==> config.mk <==
export PLATFORM = sky130hd
export DESIGN_NAME = dac_stream_buffer
export DESIGN_NICKNAME = d
export VERILOG_FILES = /design/src/rtl/dac_stream_buffer.sv
export SDC_FILE = /design/constraint.sdc
export NUM_CORES = 1
export LEC_CHECK = 0
export BUFFER_PORTS_ARGS = -buffer_cell sky130_fd_sc_hd__buf_4
export CAP_MARGIN = 15
export CORE_AREA = 2 2 222 224
export CTS_BUF_LIST = sky130_fd_sc_hd__clkbuf_8
export DETAILED_ROUTE_END_ITERATION = 12
export DIE_AREA = 0 0 224 226
export PLACE_DENSITY = 0.69
export SLEW_MARGIN = 20
export SYNTH_ARGS = -nofsm -noshare
export SYNTH_HDL_FRONTEND = slang
export SYNTH_SLANG_ARGS = --single-unit
==> constraint.sdc <==
create_clock -name dac_clk -period 3.1 [get_ports dac_clk]
set_input_delay 0.155 -clock dac_clk [delete_from_list [all_inputs] [get_ports dac_clk]]
set_output_delay 0.155 -clock dac_clk [all_outputs]
set_load 0.01 [all_outputs]
==> src/rtl/dac_stream_buffer.sv <==
// dac_stream_buffer
//   Dual-channel sample buffer in front of the DAC output stage. Packed A/B
//   sample pairs arrive on an AXI4-Stream slave, are queued in a circular
//   FIFO and, once the FIFO has primed to START_LEVEL, released one pair per
//   dac_clk. An empty FIFO while playing is an underrun: outputs hold, a
//   sticky flag and a saturating counter record it, and playback re-primes.
//
//   Optional feature macro: DAC_STREAM_OFFSET_EN
//     defined   -> ports offset_a/offset_b exist; each popped sample becomes
//                  sat14(sample + offset), offsets sampled on the pop edge.
//     undefined -> samples pass through unchanged.
//
// Ports
//   dac_clk, dac_rstn        clock, async active-low reset
//   enable                   playback enable; low flushes FIFO and idles
//   s_axis_tdata[31:0]       [13:0] ch A, [29:16] ch B (signed, 14 bit)
//   s_axis_tvalid/tready     AXI4-Stream handshake
//   offset_a/offset_b[13:0]  signed per-channel offsets (macro only)
//   dac_dat_a_o/b_o[13:0]    registered signed samples to the DAC stage
//   running                  high while playing
//   fill_level               current FIFO occupancy
//   underrun                 sticky underrun flag (cleared by enable low)
//   underrun_count[15:0]     saturating underrun counter

// Per-channel output path: signed add of the offset with clamp to 14 bits.
// With a zero offset this is a pass-through.
module dac_stream_lane #(
    parameter int SAMPLE_W = 14
) (
    input  logic [SAMPLE_W-1:0] sample,
    input  logic [SAMPLE_W-1:0] offset,
    output logic [SAMPLE_W-1:0] result
);
    logic [SAMPLE_W:0] sum;

    always_comb begin
        sum = {sample[SAMPLE_W-1], sample} + {offset[SAMPLE_W-1], offset};
        // top two bits disagree -> the sum left the 14-bit range
        if (sum[SAMPLE_W] != sum[SAMPLE_W-1])
            result = sum[SAMPLE_W] ? {1'b1, {(SAMPLE_W-1){1'b0}}}
                                   : {1'b0, {(SAMPLE_W-1){1'b1}}};
        else
            result = sum[SAMPLE_W-1:0];
    end
endmodule

module dac_stream_buffer #(
    parameter int FIFO_DEPTH  = 16,
    parameter int START_LEVEL = 8
) (
    input  logic                          dac_clk,
    input  logic                          dac_rstn,
    input  logic                          enable,
    input  logic [31:0]                   s_axis_tdata,
    input  logic                          s_axis_tvalid,
    output logic                          s_axis_tready,
`ifdef DAC_STREAM_OFFSET_EN
    input  logic [13:0]                   offset_a,
    input  logic [13:0]                   offset_b,
`endif
    output logic [13:0]                   dac_dat_a_o,
    output logic [13:0]                   dac_dat_b_o,
    output logic                          running,
    output logic [$clog2(FIFO_DEPTH):0]   fill_level,
    output logic                          underrun,
    output logic [15:0]                   underrun_count
);
    localparam int NUM_LANES = 2;   // lane 0 = ch A, lane 1 = ch B
    localparam int SAMPLE_W  = 14;
    localparam int AW        = $clog2(FIFO_DEPTH);
    localparam logic [AW:0] FULL_LVL  = (AW+1)'(FIFO_DEPTH);
    localparam logic [AW:0] START_LVL = (AW+1)'(START_LEVEL);

    typedef enum logic [1:0] {S_IDLE, S_PRIME, S_RUN} state_t;

    state_t state, state_nxt;

    logic [NUM_LANES-1:0][SAMPLE_W-1:0] mem [FIFO_DEPTH];
    logic [NUM_LANES-1:0][SAMPLE_W-1:0] in_pair, head_pair, offs, out_pair, dat_q;
    logic [AW-1:0] wr_ptr, rd_ptr;
    logic          wr_en, rd_en, underrun_evt;
    logic          unused_tdata;

    assign in_pair      = {s_axis_tdata[29:16], s_axis_tdata[13:0]};
    assign unused_tdata = ^{s_axis_tdata[31:30], s_axis_tdata[15:14]};
    assign head_pair    = mem[rd_ptr];

`ifdef DAC_STREAM_OFFSET_EN
    assign offs = {offset_b, offset_a};
`else
    assign offs = '0;
`endif

    // Ready is purely a function of registered state and occupancy.
    assign s_axis_tready = (state != S_IDLE) && (fill_level < FULL_LVL);
    // A write in a flush cycle would be wiped anyway; gating keeps the
    // pointer/level update unambiguous.
    assign wr_en = s_axis_tvalid && s_axis_tready && enable;

    for (genvar l = 0; l < NUM_LANES; l++) begin : g_lane
        dac_stream_lane #(.SAMPLE_W(SAMPLE_W)) u_lane (
            .sample (head_pair[l]),
            .offset (offs[l]),
            .result (out_pair[l])
        );
    end

    always_comb begin
        state_nxt    = state;
        rd_en        = 1'b0;
        underrun_evt = 1'b0;
        if (!enable) begin
            state_nxt = S_IDLE;
        end else begin
            case (state)
                S_IDLE:  state_nxt = S_PRIME;
                S_PRIME: if (fill_level >= START_LVL) state_nxt = S_RUN;
                S_RUN: begin
                    if (fill_level != '0) begin
                        rd_en = 1'b1;
                    end else begin
                        underrun_evt = 1'b1;
                        state_nxt    = S_PRIME;
                    end
                end
                default: state_nxt = S_IDLE;
            endcase
        end
    end

    always_ff @(posedge dac_clk or negedge dac_rstn) begin
        if (!dac_rstn) begin
            state          <= S_IDLE;
            running        <= 1'b0;
            wr_ptr         <= '0;
            rd_ptr         <= '0;
            fill_level     <= '0;
            dat_q          <= '0;
            underrun       <= 1'b0;
            underrun_count <= '0;
        end else begin
            state   <= state_nxt;
            running <= (state_nxt == S_RUN);
            if (!enable) begin
                wr_ptr         <= '0;
                rd_ptr         <= '0;
                fill_level     <= '0;
                dat_q          <= '0;
                underrun       <= 1'b0;
                underrun_count <= '0;
            end else begin
                if (wr_en) wr_ptr <= wr_ptr + 1'b1;
                if (rd_en) begin
                    rd_ptr <= rd_ptr + 1'b1;
                    dat_q  <= out_pair;
                end
                case ({wr_en, rd_en})
                    2'b10:   fill_level <= fill_level + 1'b1;
                    2'b01:   fill_level <= fill_level - 1'b1;
                    default: ;
                endcase
                if (underrun_evt) begin
                    underrun <= 1'b1;
                    if (underrun_count != 16'hFFFF)
                        underrun_count <= underrun_count + 16'd1;
                end
            end
        end
    end

    // Storage needs no reset: only entries below fill_level are ever read.
    always_ff @(posedge dac_clk) begin
        if (wr_en) mem[wr_ptr] <= in_pair;
    end

    assign dac_dat_a_o = dat_q[0];
    assign dac_dat_b_o = dat_q[1];
endmodule

==> metrics.md, run 1 <==
| Metric | Value |
|---|---|
| Final period util | `89.0%` |
| Clock share of power | `40.9%` |
| Hold crit path type | `input port to async pin` |
| First-pass GRT wire length | `65200 um` |
| Setup TNS | `0 ps` |
| Synth Flop Type | `edfxtp_1` |
| Clk buf depth | `3` |
| Final Setup Violations | `0` |
| Tot GR Track Use | `17.4%` |
| Grt total ovfl | `0` |
| Internal Power | `10.5 mW` |
| Port bufs | `83` |
| I/O pin count | `88` |
| Row count | `81` |
| Multi-input gate area | `0.00450 sq mm` |
| Vias in the first global route | `10500` |
| Avg Cell Area, Syn | `20.3 sq um` |
| DIE AREA | `0.0506 sq mm` |
| Fillers | `3910` |
| Status | `complete, no violations` |
| Storage element area | `0.0150 sq mm` |
| Starting DRT DRC Count | `797` |
| Library cells used by synthesis | `47` |
| Cell Area, Synth | `0.0196 sq mm` |
| Area leader, netlist | `edfxtp_1` |
| Ys Warns | `0` |
| DRC viols | `0` |
| Dpl cells | `1662` |
| Flop pwr share | `56.3%` |
| Worst path required time | `3650 ps` |
| Die width | `224 um` |
| DRT Pass-1 Iters | `5` |
| Dpl hpwl | `23400 um` |
| Fmax achieved | `362 MHz` |
| CP arrival | `3310 ps` |
| Worst-path maximum fanout | `7` |
| Post-synth EDFFs | `448` |
| Clk slew on worst S/H paths | `60 ps` |
| Power Dens Cells | `575 mW/mm^2` |
| CTS Hold Buffers Added | `31` |
| Worst slew pin tran | `897 ps` |
| Clk Latency, worst-skew pair | `640 ps` |
| Top cell type's share of synthesized area | `68.8%` |
| # Post-CTS Setup Buffers | `0` |
| Static Leak | `7.73 nW` |
| Synth async-reset ratio | `12.0%` |
| CP endpoint kind | `flip-flop` |
| Yosys reg bits | `509` |
| Post-CTS Resized | `0` |
| Commonest non-fill, non-tap cell in the layout | `edfxtp_1` |
| Final antenna-violating net count | `0` |
| Slew Limit Headroom | `40.2%` |
| # Max-Cap Violations | `0` |
| GP Congestion | `0.777` |
| Skew final | `36.3 ps` |
| Critical path type | `flip-flop to flip-flop` |
| Num Clock Sinks | `509` |
| # H-tree levels | `3` |
| Share of cells above drive strength 1 | `30.7%` |
| WL per Instance | `23.3 um` |
| Die Height | `226 um` |
| Total power | `13.4 mW` |
| Via/cell ratio | `5.42` |
| Initial core utilization | `40.5%` |
| Hold_ws | `202 ps` |
| RSZ-0062 raised after global routing | `no` |
| Comb pwr share | `2.8%` |
| Post-layout minimum cycle time | `2760 ps` |
| Register area share after synthesis | `76.6%` |
| Slew Limit Fails | `0` |
| Root buffer selected by CTS | `clkbuf_8` |
| Via count | `10000` |
| Ranking of synthesized cells by area | `edfxtp_1 (69%), mux4_2 (13%), dfrtp_1 (7.8%)` |
| Post-Syn Nets | `1007` |
| CTS tree | `built` |
| WL final | `43100 um` |
| N_diodes | `0` |
| Largest net degree at the start of global routing | `62` |
| Non-filler cells in the finished layout | `1844` |
| Sw Pwr | `2.88 mW` |
| Total Nets Final | `1200` |
| Core footprint | `0.0483 sq mm` |
| Sw Share | `21.6%` |
| Commonest non-fill, non-tap cells in the layout | `edfxtp_1 (448), buf_4 (116), mux4_2 (112)` |
| CTS Buf Count | `83` |
| Critical path launch point type | `flip-flop` |
| Maximum vdd drop | `0.315 mV` |
| Hold violation count in the final report | `0` |
| Antenna violations before repair | `1` |
| Area grow syn2layout | `18.8%` |
| Synth Instances | `963` |
-- registers in the layout, summed over array words and instances, names as in the netlist --
| name | count |
|---|---|
| dac_dat_a_o | 14 |
| dac_dat_b_o | 14 |
| fill_level | 5 |
| mem | 448 |
| rd_ptr | 4 |
| running | 1 |
| state | 2 |
| underrun | 1 |
| underrun_count | 16 |
| wr_ptr | 4 |
-- cells by family (layout without fill, tap and decap cells) --
logic type                 after synthesis  count (layout)  share of synthesized area [%]
muxes                                  114             114                           13.0
DFF                                    509             509                           76.6
buffers and inverters                   54             313                           1.13
and+or+nand+nor                        143             143                           3.45
AOI/OAI and AO/OA                      116             116                           4.48
adders and majority gates                8               8                          0.512
xor gates and xnor gates                19              19                          0.851
-- worst paths after layout --
check                           slack [ps]  cells after the start                  startpoint                    endpoint
worst max register to register         340                      8   fill_level[4]$_DFFE_PN0P_   fill_level[2]$_DFFE_PN0P_
worst min-delay path                   200                      2                    dac_rstn  dac_dat_b_o[0]$_DFFE_PN0P_
max in group asynchronous             2220                      2                    dac_rstn       rd_ptr[0]$_DFFE_PN0P_
worst max-delay path                   340                      8   fill_level[4]$_DFFE_PN0P_   fill_level[2]$_DFFE_PN0P_
min in group dac_clk                   360                      2            s_axis_tdata[24]        mem[0][22]$_DFFE_PP_
worst min register to register         500                      1  dac_dat_b_o[0]$_DFFE_PN0P_  dac_dat_b_o[0]$_DFFE_PN0P_
-- critical path, cell delays in order, from the launching register on --
cell	delay, ps
dfrtp_1	430
or4_4	630
o21bai_2	170
nor3_1	100
xor2_1	150
ha_1	250
or4_2	670
a21o_1	170
a21oi_1	120
-- power by group through the flow --
stage | logic (mW) | registers, mW | clock network [mW]
after floorplan | 0.146 | 7.66 | 0
after global placement | 0.335 | 7.66 | 0
after detailed placement | 0.348 | 7.66 | 0
after CTS | 0.385 | 7.52 | 5.61
after global routing | 0.416 | 7.52 | 5.91
final | 0.377 | 7.52 | 5.46
-- cells in the mapped netlist (all sizes together), types with 3 or more instances --
master and n:
inv 4, ha 8, nor3 10, buf 16, or3 4, nand4 7
clkbuf 34, xnor2 9, mux4 112, nand3 12, nand2b 4, nand2 45
a21oi 11, xor2 10, a22o 28, nor4 4, or4 3, o21ai 7
a22oi 56, edfxtp 448, nor2 44, and2 4, dfrtp 61
-- per-layer routing --
| layer | wire [um] | GRT usage (%) |
|---|---|---|
| met1 | 17700 | 22.5 |
| met2 | 21800 | 29.6 |
| met3 | 2820 | 3.89 |
| met4 | 744 | 5.46 |
| met5 | 11 | 0 |
-- stage by stage --
step	instance area (sq um)	worst slack [ps]	utilization, %
2_1_floorplan	19600	60.7	-
3_5_place_dp	21400	385	44.2
5_1_grt	23200	260	48.1
3_3_place_gp	21400	410	44.2
6_report	23200	340	48.1
4_1_cts	23200	366	48.1
-- layout make-up --
type	count	share of cell area, %
tap	622	3.35
inverter	4	0.0646
sequential	509	64.5
multi-input combinational	400	19.4
clock buffer	85	5.03
clock inverter	66	1.66
timing repair buffer	158	6.03
No activity file was read; power rests on OpenSTA's default activity.
==> run 2: changes to the inputs <==
ABC_AREA = 1   (was default)
CORE_AREA = 2 2 226 228   (was 2 2 222 224)
DIE_AREA = 0 0 228 230   (was 0 0 224 226)
==> metrics.md, run 2 <==
| Metric | Value |
|---|---|
| Comb pwr share | `9.8% (+7.0 points)` |
| Slew Limit Headroom | `36.6% (-3.6 points)` |
| Via count | `13400 (+34%)` |
| Slew Limit Fails | `0 (unchanged)` |
| # Max-Cap Violations | `0 (unchanged)` |
| CP arrival | `3000 ps (-310 ps)` |
| Dpl hpwl | `27400 um (+17%)` |
| Synth async-reset ratio | `12.0% (unchanged)` |
| Grt total ovfl | `0 (unchanged)` |
| Synth Flop Type | `edfxtp_1` |
| Hold EP | `wr_ptr[3]$_DFFE_PN0P_` |
| I/O pin count | `88 (unchanged)` |
| Area grow syn2layout | `17.2%` |
| Largest Register | `mem` |
| Post-layout minimum cycle time | `2480 ps (-278 ps)` |
| Vias in the first global route | `13300 (+26%)` |
| Number of flip-flops in the largest register | `448 (unchanged)` |
| Die Height | `230 um (+1.8%)` |
| WL final | `50100 um (+16%)` |
| Area leader, netlist | `edfxtp_1` |
| Core footprint | `0.0499 sq mm (+3.1%)` |
| Sw Pwr | `3.65 mW (+27%)` |
| Ys Warns | `0 (unchanged)` |
| # Post-CTS Setup Buffers | `0 (unchanged)` |
| DIE AREA | `0.0524 sq mm (+3.6%)` |
| Maximum vdd drop | `0.408 mV (+29%)` |
| Worst R2R End | `dac_dat_b_o[4]$_DFFE_PN0P_` |
| Setup TNS | `0 ps (unchanged)` |
| Post-Syn Nets | `1674 (+66%)` |
| Hold crit path type | `input port to flip-flop` |
| Hold violation count in the final report | `0 (unchanged)` |
| RSZ-0062 raised after global routing | `no` |
| Ranking of synthesized cells by area | `edfxtp_1 (66%), dfrtp_1 (7.5%), nand2_1 (5.7%)` |
| Yosys reg bits | `509 (unchanged)` |
| CTS Hold Buffers Added | `30 (-3.2%)` |
| Starting DRT DRC Count | `1435 (+80%)` |
| Static Leak | `8.75 nW (+13%)` |
| Num Clock Sinks | `509 (unchanged)` |
| Skew final | `38.7 ps (+2.39 ps)` |
| R2r worst-path depth | `10 (+2)` |
| Reg2Reg Setup Slack | `620 ps (+280 ps)` |
| Power Dens Cells | `605 mW/mm^2 (+5.3%)` |
| DRT Pass-1 Iters | `6 (+1)` |
| GP Congestion | `0.806 (+3.7%)` |
| Total Nets Final | `1825 (+52%)` |
| CP endpoint kind | `flip-flop` |
| Clock share of power | `37.7% (-3.2 points)` |
| Post-CTS Resized | `0 (unchanged)` |
| Commonest non-fill, non-tap cell in the layout | `edfxtp_1` |
| Initial core utilization | `40.8% (+0.36 points)` |
| Fillers | `4373 (+12%)` |
| Synth Instances | `1630 (+69%)` |
| First-pass GRT wire length | `76000 um (+17%)` |
| Commonest non-fill, non-tap cells in the layout | `edfxtp_1 (448), nand2_1 (307), o21ai_0 (178)` |
| Clk Latency, worst-skew pair | `670 ps (+30 ps)` |
| Final Setup Violations | `0 (unchanged)` |
| DRC viols | `0 (unchanged)` |
| Critical path launch point type | `flip-flop` |
| Min-Delay Startpoint | `s_axis_tvalid` |
| WL per Instance | `19.9 um (-15%)` |
| Post-synth EDFFs | `448 (unchanged)` |
| Largest net degree at the start of global routing | `89 (+44%)` |
| CTS Buf Count | `83 (unchanged)` |
| Critical path type | `flip-flop to flip-flop` |
| Final antenna-violating net count | `0 (unchanged)` |
| Flop pwr share | `52.5% (-3.8 points)` |
| Worst-path maximum fanout | `31 (+24)` |
| # H-tree levels | `3 (unchanged)` |
| Die width | `228 um (+1.8%)` |
| Fmax achieved | `403 MHz (+11%)` |
| Row count | `82 (+1.2%)` |
| Sw Share | `25.3% (+3.8 points)` |
| Registers with the most flip-flops | `mem: 448 flops, underrun_count: 16 flops` |
| Register area share after synthesis | `73.6% (-3.0 points)` |
| Post-synth top cells | `edfxtp_1 (448), nand2_1 (307), o21ai_0 (178)` |
| Top cell type's share of synthesized area | `66.1% (-2.7 points)` |
| Internal Power | `10.8 mW (+2.9%)` |
| Top-count cell post-synth | `edfxtp_1` |
| Library cells used by synthesis | `43 (-8.5%)` |
| Worst slew pin tran | `951 ps (+53.5 ps)` |
| Hold path depth | `4` |
| Port bufs | `83 (unchanged)` |
| Tot GR Track Use | `19.0% (+1.5 points)` |
| Cell Area, Synth | `0.0204 sq mm (+4.1%)` |
| Worst path required time | `3620 ps (-30 ps)` |
| CTS tree | `built` |
| Status | `complete, no violations` |
| Root buffer selected by CTS | `clkbuf_8` |
| Hold_ws | `88.9 ps (-113 ps)` |
| Storage element area | `0.0150 sq mm (about the same)` |
| Multi-input gate area | `0.00484 sq mm (+7.5%)` |
| Clk buf depth | `3 (unchanged)` |
| Via/cell ratio | `5.33 (-1.7%)` |
| Avg Cell Area, Syn | `12.5 sq um (-39%)` |
| Antenna violations before repair | `2 (+1)` |
| Worst r2r src | `rd_ptr[1]$_DFFE_PN0P_` |
| Final period util | `80.1% (-9.0 points)` |
| Share of cells above drive strength 1 | `15.7% (-15 points)` |
| Clk slew on worst S/H paths | `60 ps (about the same)` |
[run 2: changes by cell type after synthesis, sizes merged, moves of 56 or more]
cell	change
nand2	+267
o21ai	+189
mux4	-112
nor2	+104
nand3	+100
inv	+61
a21oi	+57
a22oi	-56
[run 2: per-layer routing]
| layer | global-route usage [%] | vias up | part of all wire [%] |
|---|---|---|---|
| met5 | 0 | - | 0.026 |
| met4 | 8.86 | 2 | 3.3 |
| met3 | 3.41 | 118 | 6.7 |
| met2 | 31.8 | 507 | 49 |
| met1 | 24.0 | 6599 | 41 |
| li1 | - | 6199 | - |
[run 2: critical path, cell delays in order (launching register included)]
cell and delay (ps):
dfrtp_2 890, nand2_2 110, inv_1 360, buf_4 320, nand3_1 110, nand2_1 80
a21oi_1 40, o21ai_0 90, o21ai_0 170, nand2_1 90, nand2_1 60
[run 2: worst max-delay path by stage]
stage	cells past startpoint	end	slack, ps	startpoint
2_1_floorplan	5	mem[11][0]$_DFFE_PP_	580	fill_level[4]$_DFFE_PN0P_
3_3_place_gp	10	dac_dat_b_o[4]$_DFFE_PN0P_	750	rd_ptr[1]$_DFFE_PN0P_
3_5_place_dp	10	dac_dat_b_o[4]$_DFFE_PN0P_	650	rd_ptr[1]$_DFFE_PN0P_
4_1_cts	10	dac_dat_b_o[4]$_DFFE_PN0P_	620	rd_ptr[1]$_DFFE_PN0P_
5_1_grt	10	dac_dat_b_o[9]$_DFFE_PN0P_	490	rd_ptr[1]$_DFFE_PN0P_
6_report	10	dac_dat_b_o[4]$_DFFE_PN0P_	620	rd_ptr[1]$_DFFE_PN0P_
[run 2: kinds of logic (layout without fill, tap and decap cells)]
family                   count (synthesis)  after routing  synth area share [%]
AO/OA/AOI/OAI                          339            339                  9.63
adder cells (fa/ha/maj)                  8              8                 0.492
other                                    0              1                     0
XOR/XNOR                                 9              9                 0.387
buffers and inverters                  159            373                  3.34
flip-flops                             509            509                  73.6
AND/OR/NAND/NOR                        606            606                  12.6
[run 2: layout make-up]
type	instances	share of cell area, %
inverter	66	1.06
timing repair buffer	159	5.84
antenna	1	0.0105
clock inverter	61	1.44
sequential	509	62.8
multi-input combinational	962	20.3
clock buffer	87	5.02
tap	672	3.53
[run 2: power groups by stage]
stage	Clock, mW	Combinational [mW]	Sequential [mW]
3_5_place_dp	0	1.38	7.72
4_1_cts	5.55	1.41	7.58
5_1_grt	5.83	1.57	7.59
3_3_place_gp	0	1.33	7.72
6_report	5.44	1.41	7.58
2_1_floorplan	0	1.00	7.66
[run 2: through the flow]
stage               instances  cell area (sq um)  util [%]  total power, mW  setup WS, ps
CTS                      2516              23800      47.8             14.5           616
floorplan                1630              20400         -             8.66           585
finish                   2517              23900      47.8             14.4           618
detailed placement       2338              22000      44.1             9.10           649
global route             2517              23900      47.8             15.0           488
global placement         2338              22000      44.1             9.04           745
